==> src/rtl/imm_mat_pkg.sv <==
// Shared opcodes, state/class encodings and split helpers for the immediate materializer.
package imm_mat_pkg;

  localparam logic [6:0] OP_IMM    = 7'b0010011;
  localparam logic [6:0] OP_IMM_32 = 7'b0011011;
  localparam logic [6:0] LUI       = 7'b0110111;

  localparam logic [2:0] F3_ADDI = 3'b000;
  localparam logic [2:0] F3_ORI  = 3'b110;
  localparam logic [2:0] F3_SLLI = 3'b001;

  typedef enum logic [3:0] {
    ST_IDLE,
    ST_BASE,
    ST_LOW,
    ST_SH0,
    ST_OR0,
    ST_SH1,
    ST_OR1,
    ST_SH2,
    ST_OR2
  } imm_mat_state_e;

  typedef enum logic [1:0] {SHORT, MID, LONG} imm_class_e;

  typedef enum logic [1:0] {FMT_I, FMT_U, FMT_SH} imm_fmt_e;

  // Upper 20 bits after rounding, so that the sign-extended low 12 bits add back exactly.
  function automatic logic [19:0] split_hi20(input logic [31:0] x);
    logic [31:0] s;
    s = x + 32'h800;
    return s[31:12];
  endfunction

  function automatic logic fits_s12(input logic [31:0] x);
    return (&x[31:11]) | ~(|x[31:11]);
  endfunction

endpackage

==> src/rtl/imm_materializer_pack.sv <==
// Combinational RV64I field packer for I-type, U-type and shift-immediate instructions.
module imm_pack
  import imm_mat_pkg::*;
(
  input  imm_fmt_e    fmt,
  input  logic [6:0]  opcode,
  input  logic [2:0]  funct3,
  input  logic [4:0]  rd,
  input  logic [4:0]  rs1,
  input  logic [19:0] imm,
  output logic [31:0] instr
);

  always_comb begin
    instr = {imm[11:0], rs1, funct3, rd, opcode};
    case (fmt)
      FMT_U:   instr = {imm, rd, opcode};
      FMT_SH:  instr = {6'b000000, imm[5:0], rs1, funct3, rd, opcode};
      default: instr = {imm[11:0], rs1, funct3, rd, opcode};
    endcase
  end

endmodule

==> src/rtl/imm_materializer.sv <==
// Emits an RV64I instruction sequence that rebuilds a 64-bit constant in rd.
// Optional: define IMM_MAT_SKIP_ZERO_ORI_EN to drop LONG-path ORIs whose chunk is zero.
module imm_materializer
  import imm_mat_pkg::*;
#(
  parameter int XLEN = 64
) (
  input  logic            clk,
  input  logic            rst_n,
  input  logic            req_valid,
  output logic            req_ready,
  input  logic [XLEN-1:0] req_value,
  input  logic [4:0]      req_rd,
  output logic            out_valid,
  input  logic            out_ready,
  output logic [31:0]     out_instr,
  output logic            out_last,
  output logic            busy
);

  if (XLEN != 64) begin : g_xlen_check
    $error("imm_materializer supports XLEN=64 only");
  end

`ifdef IMM_MAT_SKIP_ZERO_ORI_EN
  localparam logic SKIP_ZERO_ORI = 1'b1;
`else
  localparam logic SKIP_ZERO_ORI = 1'b0;
`endif

  imm_mat_state_e state, next_state;
  logic [63:0]    val_q;
  logic [4:0]     rd_q;

  imm_class_e  cls;
  logic [31:0] base_x;
  logic        base_short;
  logic [19:0] u20;
  logic [11:0] l12;
  logic        need_low;
  logic        is_long;
  logic [10:0] c0, c1;
  logic [9:0]  c2;

  // Writes to x0 are latched as value 0 so the sequence collapses to a single ADDI x0,x0,0.
  always_ff @(posedge clk or negedge rst_n) begin
    if (!rst_n) begin
      state <= ST_IDLE;
      val_q <= '0;
      rd_q  <= '0;
    end else if (state == ST_IDLE) begin
      if (req_valid) begin
        val_q <= (req_rd == 5'd0) ? 64'd0 : req_value;
        rd_q  <= req_rd;
        state <= ST_BASE;
      end
    end else if (out_ready) begin
      state <= next_state;
    end
  end

  always_comb begin
    if (fits_s12(val_q[31:0]) && ((&val_q[63:32]) == val_q[31]) && ((|val_q[63:32]) == val_q[31]))
      cls = SHORT;
    else if (((&val_q[63:32]) == val_q[31]) && ((|val_q[63:32]) == val_q[31]))
      cls = MID;
    else
      cls = LONG;
  end

  assign is_long    = (cls == LONG);
  assign base_x     = is_long ? val_q[63:32] : val_q[31:0];
  assign base_short = fits_s12(base_x);
  assign u20        = split_hi20(base_x);
  assign l12        = base_x[11:0];
  assign need_low   = !base_short && (l12 != 12'd0);
  assign c0         = val_q[31:21];
  assign c1         = val_q[20:10];
  assign c2         = val_q[9:0];

  // Optional steps are skipped here, so the state after the current one is always emitted.
  always_comb begin
    next_state = ST_IDLE;
    case (state)
      ST_BASE: next_state = need_low ? ST_LOW : (is_long ? ST_SH0 : ST_IDLE);
      ST_LOW:  next_state = is_long ? ST_SH0 : ST_IDLE;
      ST_SH0:  next_state = (SKIP_ZERO_ORI && c0 == 11'd0) ? ST_SH1 : ST_OR0;
      ST_OR0:  next_state = ST_SH1;
      ST_SH1:  next_state = (SKIP_ZERO_ORI && c1 == 11'd0) ? ST_SH2 : ST_OR1;
      ST_OR1:  next_state = ST_SH2;
      ST_SH2:  next_state = (SKIP_ZERO_ORI && c2 == 10'd0) ? ST_IDLE : ST_OR2;
      default: next_state = ST_IDLE;
    endcase
  end

  imm_fmt_e    p_fmt;
  logic [6:0]  p_op;
  logic [2:0]  p_f3;
  logic [4:0]  p_rs1;
  logic [19:0] p_imm;
  logic [31:0] p_instr;

  always_comb begin
    p_fmt = FMT_I;
    p_op  = OP_IMM;
    p_f3  = F3_ADDI;
    p_rs1 = rd_q;
    p_imm = '0;
    case (state)
      ST_BASE: begin
        if (base_short) begin
          p_rs1 = 5'd0;
          p_imm = {8'd0, base_x[11:0]};
        end else begin
          p_fmt = FMT_U;
          p_op  = LUI;
          p_imm = u20;
        end
      end
      ST_LOW: begin
        p_op  = OP_IMM_32;
        p_imm = {8'd0, l12};
      end
      ST_SH0, ST_SH1: begin
        p_fmt = FMT_SH;
        p_f3  = F3_SLLI;
        p_imm = 20'd11;
      end
      ST_SH2: begin
        p_fmt = FMT_SH;
        p_f3  = F3_SLLI;
        p_imm = 20'd10;
      end
      ST_OR0: begin p_f3 = F3_ORI; p_imm = {9'd0, c0}; end
      ST_OR1: begin p_f3 = F3_ORI; p_imm = {9'd0, c1}; end
      ST_OR2: begin p_f3 = F3_ORI; p_imm = {10'd0, c2}; end
      default: ;
    endcase
  end

  imm_pack u_pack (
    .fmt    (p_fmt),
    .opcode (p_op),
    .funct3 (p_f3),
    .rd     (rd_q),
    .rs1    (p_rs1),
    .imm    (p_imm),
    .instr  (p_instr)
  );

  assign busy      = (state != ST_IDLE);
  assign req_ready = (state == ST_IDLE);
  assign out_valid = busy;
  assign out_instr = busy ? p_instr : 32'h0;
  assign out_last  = busy && (next_state == ST_IDLE);

endmodule
==> config.mk <==
export PLATFORM = sky130hd
export DESIGN_NAME = imm_materializer
export DESIGN_NICKNAME = d
export VERILOG_FILES = /design/src/rtl/imm_mat_pkg.sv /design/src/rtl/imm_materializer_pack.sv /design/src/rtl/imm_materializer.sv
export SDC_FILE = /design/constraint.sdc
export NUM_CORES = 1
export LEC_CHECK = 0
export BUFFER_PORTS_ARGS = -buffer_cell sky130_fd_sc_hd__buf_4
export CAP_MARGIN = 20
export CORE_MARGIN = 10
export CORE_UTILIZATION = 42
export DETAILED_ROUTE_END_ITERATION = 8
export GPL_TIMING_DRIVEN = 0
export PLACE_DENSITY_LB_ADDON = 0.12
export RECOVER_POWER = 50
export SLEW_MARGIN = 20
export SYNTH_ARGS = -nofsm -noshare
export SYNTH_HDL_FRONTEND = slang
export SYNTH_SLANG_ARGS = --single-unit
export TNS_END_PERCENT = 5
==> constraint.sdc <==
create_clock -name clk -period 11.95 [get_ports clk]
set_input_delay 2.39 -clock clk [delete_from_list [all_inputs] [get_ports clk]]
set_output_delay 2.39 -clock clk [all_outputs]
set_load 0.01 [all_outputs]
==> results of run 1 <==
[cell usage after synthesis (3+ instances only)]
cell type	n
a21boi_0	3
a21oi_1	23
a221o_1	7
a222oi_1	6
a22o_1	68
a22oi_1	3
a31oi_1	5
and2_1	3
and3_1	14
buf_1	3
buf_2	10
buf_4	7
clkbuf_1	14
dfrtp_1	73
ha_1	3
inv_1	10
mux2_2	9
mux2i_1	8
nand2_1	38
nand2b_1	4
nand3_1	20
nand4_1	10
nor2_1	31
nor2b_1	9
nor3_1	19
nor4_1	13
o211ai_1	4
o21ai_0	20
o22ai_1	11
or3_1	4
xnor2_1	16
xor2_1	14
[registers in the layout, indices dropped and copies added (netlist names)]
| signal | count |
|---|---|
| rd_q | 5 |
| state | 4 |
| val_q | 64 |
[through the flow]
| step | setup slack, ns | hold WS (ns) |
|---|---|---|
| 6_report | 3.013 | 0.5385 |
| 5_1_grt | 2.540 | 0.5695 |
| 4_1_cts | 3.150 | 0.5401 |
| 3_5_place_dp | 3.547 | 0.5197 |
| 3_3_place_gp | 3.528 | 0.5204 |
| 2_1_floorplan | 4.873 | 0.4940 |
[final timing paths]
kind,start,endpoint,slack [ns],cells after the start
max in group asynchronous,rst_n,val_q[24],6.42,1
hold / removal,rd_q[1],rd_q[1],0.54,1
min in group asynchronous,rst_n,val_q[47],3.35,1
hold reg to reg,rd_q[1],rd_q[1],0.54,1
setup / recovery,val_q[43],out_instr[16],3.01,21
setup reg to reg,val_q[43],state[1],7.07,16
[layer usage]
layer | track usage | up-vias | wire [um]
met1 | 0.2919 | 2389 | 8011
met2 | 0.3276 | 210 | 8104
met4 | 0.09712 | 0 | 552
met5 | 0 | - | 0
li1 | - | 2242 | -
met3 | 0.04012 | 29 | 1246
[cells by family (layout without fill, tap and decap cells)]
family,count (synthesis),count (layout)
AO/OA/AOI/OAI,172,172
XOR/XNOR,30,30
AND/OR/NAND/NOR,180,180
flip-flops,73,73
other,1,1
adder cells (fa/ha/maj),3,3
multiplexers,17,17
buffers and inverters,48,171
[area by class of cell]
cell class | count | area [um^2] | area share
Tap cell | 143 | 178.9 | 0.02908
Inverter | 12 | 45.04 | 0.007322
Clock inverter | 5 | 85.08 | 0.01383
Buffer | 36 | 185.2 | 0.03010
Sequential cell | 73 | 1827 | 0.2969
Multi-Input combinational cell | 403 | 2783 | 0.4523
Timing Repair Buffer | 107 | 795.8 | 0.1293
Clock buffer | 11 | 252.7 | 0.04108
[power breakdown]
part / switching, W / internal, W
sequential: 0.000177 / 0.000358
clock: 0.000110 / 0.000196
combinational: 0.000438 / 0.000387
==> summary.txt, run 1 <==
outcome: complete, but fails checks
violated checks: max-capacitance violations, max-slew violations
Clock transition at path regs: 0.06 ns
total grt overflow: 0
first-pass GRT wire length: 27,410 um
dominant cells by area after synthesis: dfrtp_1, a22o_1, nand2_1
most common cell after layout, fill and taps aside: buf_4
Layout Skew: 0.004859 ns
cell accounting for the most synthesized area: dfrtp_1
Max VDD drop: 137.6 uV
mux contribution to synthesized area: 0.03754
number of global-route vias before repair: 4,746
Max Freq: 111.9 MHz
Max-Cap Viols: 1
yosys warns: 0
main flop type after synthesis: dfrtp_1
Post-Synth Simple-Gate Area: 0.1986
sequential fraction of the synthesis area: 0.3779
CP dominant cell by count: nand2_1
Compound-Gate Fraction of Synth Area: 0.2747
CP Data Arrival Time: 6.55 ns
Synth Net Count: 600
Total Power: 0.001665 W
Setup Buffers After CTS: 0
worst endpoint required time: 9.56 ns
area post-placement: 5824 um^2
mean post-synth cell area: 9.224 um^2
Slowest cell on crit path: nor4_1
Synth top area share: 0.3779
Rel. slew slack: -1.555
total die area: 16,200 um^2
cts bufs inserted: 9
largest net degree at the start of global routing: 74
core area: 11,320 um^2
Worst path max stage delay: 0.67 ns
Die H: 127.3 um
Netlist cell types: 64
post-synthesis async set-or-reset flop share: 1.000
family with the most delay on the worst path: simple AND/OR/NAND/NOR gates
EDFF count, synth: 0
Area Overhead vs Synth: 27.28%
CP max FO: 10
Non-Filler Instances: 790
layout cells sized above 1: 0.2612
Die X: 127.3 um
DRT iter0 DRCs: 542
Fillers: 1,075
xor and xnor area share after synthesis: 0.05436
synthesized cell area: 4833 um^2
post-route cell area: 6152 um^2
setup violators final: 0
CTS tree: done
Placer Congestion: 0.9681
DRC viols: 0
Final period util: 0.7479
Setup TNS: 0 ns
initial antenna violation count: 0
CTS Hold Bufs: 0
H-tree Lvls: 3
FP Rows: 39
Final Net Count: 718
final wirelength: 17,920 um
Synth Instances: 524
Crit Path Category: flip-flop to output port
endpoints failing hold: 0
drt first pass iters: 6
kind of end point of the critical path: output port
leakage power: 2.664 nW
fin crit period: 8.937 ns
Antenna Nets Post-Route: 0
DP Cell Count: 774
Crit path buffers/inverters: 4
largest family of logic cells by synthesized area: compound AO/OA/AOI/OAI gates
DR vias/cell: 6.165
Pins Over Slew Limit: 74
PortBufs: 107
All-Layer GR Usage: 0.2159
worst skew pair latency: 0.35 ns
Seq cells post-synth: 73
CTS resizes: 0
Antenna diodes: 0
Sink Count: 73
clock buffer depth: 2
Slew @ Worst Pin: 3.832 ns
Root Buffer: clkbuf_16
post-synthesis adder-cell area fraction: 0.007766
most frequent cells in the layout: buf_4, dfrtp_1, a22o_1
Final HPWL DP: 14,110 um
routed len/inst: 22.68 um
final design utilization: 0.5434
IO Count: 109
RSZ-0062 raised after global routing: false
vias: 4,870
Initial Utilization: 0.4269
PwrDens: 270.7 nW/um^2
Startpoint Class: flip-flop
CP cell instances: and4_1 > nor2b_1 > nand4_2 > nand2_8 > buf_2 > nand2_1 > nand2_1 > ha_1 > nand3_1 > nor4_1 > a31oi_1 > nand2_4 > a21oi_4 > buf_2 > ha_1 > nor2b_1 > clkbuf_1 > nand2_1 > or3_1 > o211ai_1 > buf_4
HP Class: flip-flop to flip-flop
(Power assumes the default switching activity.)
==> inputs of run 2 (changes only) <==
- clock period: 11.95 -> 8 ns (I/O delays scaled with it)
==> run 2 against run 1 <==
  * Worst setup slack got worse by 2.5 ns
  * Critical endpoint is now out_instr[20]
  * Largest power group unchanged
  * Final area is 0.43% higher
  * The run still ends with max-capacitance violations, max-slew violations left
  * Clock skew barely moved
  * Final cell count did not move
==> summary.txt, run 2 (synthesis gave the netlist of run 1 again) <==
leakage power: 2.686 nW
worst endpoint required time: 6.40 ns
Final period util: 0.9392
Antenna Nets Post-Route: 0
final wirelength: 17,980 um
layout cells sized above 1: 0.2674
PortBufs: 107
setup violators final: 0
DRT iter0 DRCs: 493
CP cell instances: nor3_1 > nand3_1 > or4_4 > and2_4 > buf_6 > buf_2 > nand2_1 > nand2_1 > ha_1 > nand3_1 > nor2_1 > and3_1 > a21oi_2 > nand2_4 > a21oi_4 > buf_2 > ha_1 > or2_2 > buf_1 > a22o_1 > a222oi_1 > inv_1 > buf_4
Worst path max stage delay: 0.62 ns
P_sw: 0.001087 W
family with the most delay on the worst path: simple AND/OR/NAND/NOR gates
Max-Cap Viols: 1
Non-Filler Instances: 790
FP Rows: 39
Die H: 127.3 um
DP Cell Count: 774
Root Buffer: clkbuf_16
post-route cell area: 6178 um^2
clock buffer depth: 2
Setup Buffers After CTS: 0
core area: 11,320 um^2
Final HPWL DP: 14,110 um
Die X: 127.3 um
critical path depth in cells: 23
reg2reg setup slack: 3.65 ns
violated checks: max-capacitance violations, max-slew violations
cts bufs inserted: 9
H-tree Lvls: 3
CP max FO: 10
PwrDens: 403.5 nW/um^2
Startpoint Class: flip-flop
Rel. slew slack: -1.541
Switching Share: 0.4359
r2r endpoint: state[1]
Pint: 0.001406 W
Slowest cell on crit path: or4_4
initial antenna violation count: 0
Initial Utilization: 0.4269
HP Class: flip-flop to flip-flop
number of global-route vias before repair: 4,752
Sink Count: 73
max FFs per register: 64
Antenna diodes: 0
biggest regs: val_q x64, rd_q x5, state x4
Layout Skew: 0.005349 ns
fin crit period: 7.514 ns
first-pass GRT wire length: 27,430 um
drt first pass iters: 6
CTS tree: done
total grt overflow: 0
kind of end point of the critical path: output port
Final Net Count: 718
Crit Path Category: flip-flop to output port
CTS Hold Bufs: 0
total die area: 16,200 um^2
largest net degree at the start of global routing: 74
Critical Path Sink: out_instr[20]
Logic pwr share: 0.496
All-Layer GR Usage: 0.2161
DR vias/cell: 6.177
Hold Path Depth: 1
area post-placement: 5824 um^2
reg2reg path depth: 18
Pins Over Slew Limit: 74
Placer Congestion: 0.9681
Clk pwr share: 0.183
Setup TNS: 0 ns
Max Freq: 133.1 MHz
Area Overhead vs Synth: 27.83%
Top reg by flops: val_q
Reg-to-Reg Start: val_q[43]
vias: 4,880
IO Count: 109
worst skew pair latency: 0.35 ns
endpoints failing hold: 0
Clock transition at path regs: 0.06 ns
outcome: complete, but fails checks
RSZ-0062 raised after global routing: false
DRC viols: 0
most common cell after layout, fill and taps aside: buf_4
Max VDD drop: 206.7 uV
Slew @ Worst Pin: 3.811 ns
sequential power share: 0.321
routed len/inst: 22.75 um
most frequent cells in the layout: buf_4, dfrtp_1, a22o_1
CP startpoint: val_q[43]
CP Data Arrival Time: 5.91 ns
Crit path buffers/inverters: 6
run 2: cell count changes in the layout (fill, tap and decap cells not counted), sizes merged:
cell    previous run  this run
clkbuf            31        30
buf              123       124
run 2: metrics by stage:
step           setup WS [ns]  hold slack, ns    util  total power (W)
4_1_cts               0.1897          0.5401  0.5449         0.002480
6_report              0.4865          0.5383  0.5458         0.002493
3_3_place_gp          0.3680          0.5204  0.5137         0.002003
2_1_floorplan          1.713          0.4940       -         0.001482
5_1_grt              0.02814          0.5695  0.5458         0.002637
3_5_place_dp          0.3867          0.5197  0.5145         0.002015
run 2: per-layer routing:
layer	vias to the layer above	wire, um	GRT usage
met5	-	0	0
met4	0	550	0.09712
met3	29	1259	0.04012
met2	208	8139	0.3276
met1	2405	8025	0.2924
li1	2238	-	-
run 2: timing repair:
item / in CTS / in global routing
endpoints found under the setup margin: 1 / 14
resized for setup: 1 / 6
hold endpoints to repair: 0 / 0
run 2: layout make-up:
| class | count | area, um^2 |
|---|---|---|
| plain buffers | 36 | 186.4 |
| well taps | 143 | 178.9 |
| clock buffers | 11 | 252.7 |
| repair buffers | 107 | 795.8 |
| multi-input cells | 403 | 2808 |
| clock inverters | 5 | 85.08 |
| flip-flops and latches | 73 | 1827 |
| inverters | 12 | 45.04 |
| fillers | 1074 | 5142 |
run 2: worst min-delay path by stage:
stage	from	endpoint	slack [ns]
2_1_floorplan	rd_q[1]	rd_q[1]	0.49
3_3_place_gp	rd_q[1]	rd_q[1]	0.52
3_5_place_dp	rd_q[3]	rd_q[3]	0.52
4_1_cts	rd_q[1]	rd_q[1]	0.54
5_1_grt	rd_q[1]	rd_q[1]	0.57
6_report	rd_q[1]	rd_q[1]	0.54
run 2: power groups by stage:
stage               Sequential [W]  Clock (W)  Combinational, W
floorplan                 0.000683          0          0.000799
global placement          0.000790          0           0.00121
detailed placement        0.000793          0           0.00122
CTS                       0.000790   0.000462           0.00123
global route              0.000819   0.000477           0.00134
finish                    0.000799   0.000456           0.00124
